**config.mk**
```make
export PLATFORM = sky130hd
export DESIGN_NAME = burst_sink
export DESIGN_NICKNAME = d
export VERILOG_FILES = /design/src/rtl/burst_sink.sv
export SDC_FILE = /design/constraint.sdc
export NUM_CORES = 1
export LEC_CHECK = 0
export BUFFER_PORTS_ARGS = -buffer_cell sky130_fd_sc_hd__buf_2
export CORE_ASPECT_RATIO = 0.8
export CORE_MARGIN = 5
export CORE_UTILIZATION = 50
export DETAILED_ROUTE_END_ITERATION = 12
export PLACE_DENSITY = 0.68
export SLEW_MARGIN = 30
export SYNTH_ARGS = -nofsm -noshare
export SYNTH_HDL_FRONTEND = slang
export SYNTH_SLANG_ARGS = --single-unit
```
**constraint.sdc**
```tcl
create_clock -name clk -period 3.15 [get_ports clk]
set_input_delay 0.4725 -clock clk [delete_from_list [all_inputs] [get_ports clk]]
set_output_delay 0.4725 -clock clk [all_outputs]
set_load 0.01 [all_outputs]
```
**src/rtl/burst_sink.sv**
```systemverilog
// Burst capture buffer: records an upstream write burst into a register file,
// then drains addresses 0..highest-written to a ready/valid downstream port.
module burst_sink #(
    parameter int AW = 5,
    parameter int DW = 8
) (
    input  logic          clk,
    input  logic          rst,
    input  logic          csn,
    input  logic          we,
    input  logic [AW-1:0] addr,
    input  logic [DW-1:0] wdata,
    output logic [DW-1:0] dout,
    output logic          dvld,
    input  logic          drdy,
    output logic          busy,
    output logic [5:0]    wcnt,
    output logic          ovf
);

    localparam int            DEPTH  = 1 << AW;
    localparam logic [AW-1:0] ADDR_0 = {AW{1'b0}};
    localparam logic [AW-1:0] ADDR_1 = {{(AW-1){1'b0}}, 1'b1};

    typedef enum logic [1:0] {
        IDLE  = 2'd0,
        CAPT  = 2'd1,
        DRAIN = 2'd2
    } state_t;

    state_t        state_q;
    logic [DW-1:0] mem_q [DEPTH];
    logic [AW-1:0] rd_ptr_q;
    logic [AW-1:0] hi_q;
    logic [AW-1:0] hi_d;
    logic          any_q;
    logic          any_d;
    logic [5:0]    wcnt_q;
    logic [5:0]    wcnt_d;
    logic          ovf_q;
    logic          start_s;
    logic          wr_s;

    // Burst bookkeeping: a new burst clears the tallies before this cycle's write counts.
    always_comb begin
        start_s = (state_q == IDLE) && !csn;
        wr_s    = !csn && we && (state_q != DRAIN);
        hi_d    = start_s ? ADDR_0 : hi_q;
        any_d   = start_s ? 1'b0   : any_q;
        wcnt_d  = start_s ? 6'd0   : wcnt_q;
        if (wr_s) begin
            any_d = 1'b1;
            if (addr > hi_d) begin
                hi_d = addr;
            end else begin
                hi_d = hi_d;
            end
            if (wcnt_d != 6'd63) begin
                wcnt_d = wcnt_d + 6'd1;
            end else begin
                wcnt_d = 6'd63;
            end
        end else begin
            any_d = any_d;
        end
    end

    // Register-file storage; writes are blocked while draining.
    always_ff @(posedge clk) begin
        if (!rst) begin
            for (int i = 0; i < DEPTH; i++) begin
                mem_q[i] <= {DW{1'b0}};
            end
        end else if (wr_s) begin
            mem_q[addr] <= wdata;
        end
    end

    // Control FSM with drain pointer, burst tallies and sticky overflow flag.
    always_ff @(posedge clk) begin
        if (!rst) begin
            state_q  <= IDLE;
            rd_ptr_q <= ADDR_0;
            hi_q     <= ADDR_0;
            any_q    <= 1'b0;
            wcnt_q   <= 6'd0;
            ovf_q    <= 1'b0;
        end else begin
            hi_q   <= hi_d;
            any_q  <= any_d;
            wcnt_q <= wcnt_d;
            if (!csn && we && (state_q == DRAIN)) begin
                ovf_q <= 1'b1;
            end
            case (state_q)
                IDLE: begin
                    if (!csn) begin
                        state_q <= CAPT;
                    end
                end
                CAPT: begin
                    if (csn) begin
                        if (any_q) begin
                            state_q  <= DRAIN;
                            rd_ptr_q <= ADDR_0;
                        end else begin
                            state_q <= IDLE;
                        end
                    end
                end
                DRAIN: begin
                    // csn low on the final transfer is left for IDLE to see next cycle.
                    if (drdy) begin
                        if (rd_ptr_q == hi_q) begin
                            state_q <= IDLE;
                        end else begin
                            rd_ptr_q <= rd_ptr_q + ADDR_1;
                        end
                    end
                end
                default: begin
                    state_q <= IDLE;
                end
            endcase
        end
    end

    assign dvld = (state_q == DRAIN);
    assign busy = dvld;
    assign dout = dvld ? mem_q[rd_ptr_q] : {DW{1'b0}};
    assign wcnt = wcnt_q;
    assign ovf  = ovf_q;

endmodule

```
==> results.yml <==
logic_synthesis:
  netlist_instances: 915
  synthArstFlopShare_pct: 0
  netlist_area_mm2: 0.0133
  yosys_most_used_dff: "edfxtp_1"
  yosysWarnings: 0
  synth_enable_flop_cells: 256
  ys_seq_area_share_pct: 61.8
  synth_cell_types: 45
  syn_avg_cell_area_um2: 14.5
  ys_ff_latch: 281
  synth_nets: 940
route:
  drc: 0
  first_iter_violations: 749
  drt-pass1-iter-count: 5
  vias: 7600
  drt-total-wl_um: 30300
  vias_per_cell: 5.67
  wire_per_inst_um: 22.6
  ant_nets: 0
sta:
  fin_crit_sh_pct: 98.0
  skew_ps: 17.6
  final_max_slew_viol_count: 0
  relSlewSlack_pct: 49.0
  timing.setup.tns_ps: 0
  min_period_ps: 3090
  worstMarginPinSlew_ps: 759
  finalHoldViolations: 0
  fmax_ghz: 0.324
  setup_viol: 0
  rsz0062_at_grt: "no"
power:
  power_leakage_uw: 0.00544
  swShare_pct: 21.2
  power.share.clock_pct: 41.2
  p_switching_uw: 1630
  internal_power_uw: 6040
  combPwrFrac_pct: 4.2
  vdd_drop_max_mv: 0.524
  seqPwrFrac_pct: 54.6
  p_per_area_mw_per_mm2: 518
grt:
  grt_max_degree: 40
  track_usage_pct: 20.7
  grt_pass1_wl_um: 46700
  grt_overflow: 0
  grt_pass1_vias: 7554
  antenna_found_initial: 0
clocking:
  root_buffer: "clkbuf_16"
  cts_buffers: 28
  clkTransAtPathRegs_ps: 60
  clock_latency_ps: 550
  postCtsHoldBufs: 0
  h-tree-depth: 1
  cts_num_sinks: 281
  cts_tree: "built"
  clock_path_buffers: 3
final_layout:
  layout.nets: 989
  finalCoreUtilization_pct: 56.6
  diodes: 0
  area_delta_synth_final_pct: 11.9
  drive_gt1_share_pct: 20.0
die:
  fp.dieH_um: 156
  start_util_pct: 50.6
  die_x_um: 192
  dieArea_mm2: 0.0299
  io_pins: 35
  rows: 53
  coreArea_mm2: 0.0262
setup_path:
  critPathMaxFanout: 5
  critPathBufInv: 2
  crit_path_top_delay_cell: "mux4_2"
  crit_chain: "buf_12 -> mux4_2 -> mux2i_1 -> nor2_1 -> a221oi_2 -> a21oi_1 -> buf_2"
  end_kind: "output pin"
  r2r_slack_ps: 600
  crit_arrival_ps: 2610
  critical_path_class: "flip-flop to output pin"
  critPathMaxStageDelay_ps: 490
  critPathRequiredTime_ps: 2680
  critPathTopFamily: "multiplexers"
  cp-start-kind: "flip-flop"
status:
  status: "completed"
placement:
  hpwl_um: 20200
  numPortBuffers: 34
  gp_congestion: 0.839
run:
  maxCapViolations: 0
min_path:
  hold_class: "primary input to flip-flop"
-- cells in the final DEF (no fill, tap or decap), types with 8 or more instances in the layout --
cell	netlist	layout
nor2_1	40	40
nand3_1	12	12
mux4_2	61	61
a21oi_1	13	13
edfxtp_1	256	256
clkbuf_1	36	8
o21ai_1	32	32
buf_2	12	34
a221o_1	8	8
dfxtp_1	25	22
mux2i_1	32	32
clkbuf_16	0	28
a221oi_2	8	8
nand2_1	24	24
buf_4	2	39
and2_1	268	268
nand2b_1	10	10
-- through the flow --
| stage | hold WS, ps | worst slack [ps] | total power (uW) | cells | cell area, um^2 |
|---|---|---|---|---|---|
| after floorplan | 424 | 816 | 4440 | 915 | 13300 |
| after global placement | 450 | 488 | 4590 | 1287 | 13900 |
| after detailed placement | 472 | 466 | 4590 | 1287 | 13900 |
| after CTS | 115 | 80.7 | 7720 | 1340 | 14800 |
| after global routing | 124 | 2.16 | 7920 | 1340 | 14800 |
| final | 137 | 64.3 | 7670 | 1340 | 14800 |
-- cells by family after synthesis --
kind of cell | synth area share [%]
muxes | 13.4
buffers and inverters | 2.77
DFF | 61.8
xor gates and xnor gates | 0.397
adders and majority gates | 0.661
and+or+nand+nor | 17.0
AOI/OAI and AO/OA | 3.97
-- final timing paths --
| kind | start | endpoint | depth (start not counted) |
|---|---|---|---|
| setup / recovery | flip-flop | dout[4] | 7 |
| hold / removal | csn | state_q[0] | 2 |
| setup reg to reg | state_q[0] | mem_q[0][0] | 5 |
| hold reg to reg | state_q[1] | state_q[0] | 1 |
-- synthesized netlist by cell type, drive strengths merged (2+ instances only) --
master	count	area share, %
a31oi	5	0.24
and4	4	0.26
a221o	8	0.60
a32o	2	0.15
edfxtp	256	58
dfxtp	25	3.8
nor2	41	1.2
buf	25	1.5
nand3b	2	0.11
clkbuf	36	1.0
a21boi	2	0.11
a211oi	2	0.11
nand2b	10	0.47
ha	7	0.66
o21ai	32	1.2
mux4	64	11
and2	268	13
inv	9	0.25
nor3	6	0.38
mux2i	32	2.4
a21oi	13	0.49
nand3	12	0.45
a221oi	8	0.91
nand2	24	0.68
nor2b	7	0.33
xor2	6	0.40
-- worst reg2reg max path: cells and delay by family, from the launching register on --
family,cells,cell delay [ps]
flops,1,380
compound gates,1,680
buf+inv,1,240
simple gates,3,870
-- registers in the layout, indices dropped and copies added, names as in the netlist, named ones only --
register,count
any_q,1
mem_q,256
wcnt,6
rd_ptr_q,5
state_q,2
ovf,1
hi_q,5
-- power groups by stage --
stage,logic (uW),clock network (uW),registers (uW)
final,323,3160,4190
after global routing,351,3370,4200
after CTS,324,3200,4190
after detailed placement,323,0,4270
after global placement,318,0,4270
after floorplan,191,0,4250
-- repair_timing --
action | in CTS | in global routing
pin swaps | 0 | 0
setup buffers | 4 | 0
setup endpoints to repair | 8 | 1
resized for setup | 0 | 1
-- cell type report --
cell class / instances / area [um^2]
fillers: 2046 / 11400
flip-flops and latches: 281 / 8190
multi-input cells: 564 / 4700
clock buffers: 36 / 731
repair buffers: 80 / 598
well taps: 357 / 447
clock inverters: 13 / 124
inverters: 9 / 33.8
-- per-layer routing --
metal | vias to the layer above | global-route usage [%] | wire (um)
met3 | 40 | 2.84 | 2200
met5 | - | 0 | 0
li1 | 3466 | - | -
met1 | 3820 | 31.5 | 13600
met2 | 274 | 32.2 | 13900
met4 | 0 | 4.75 | 590
(Power assumes the default switching activity.)
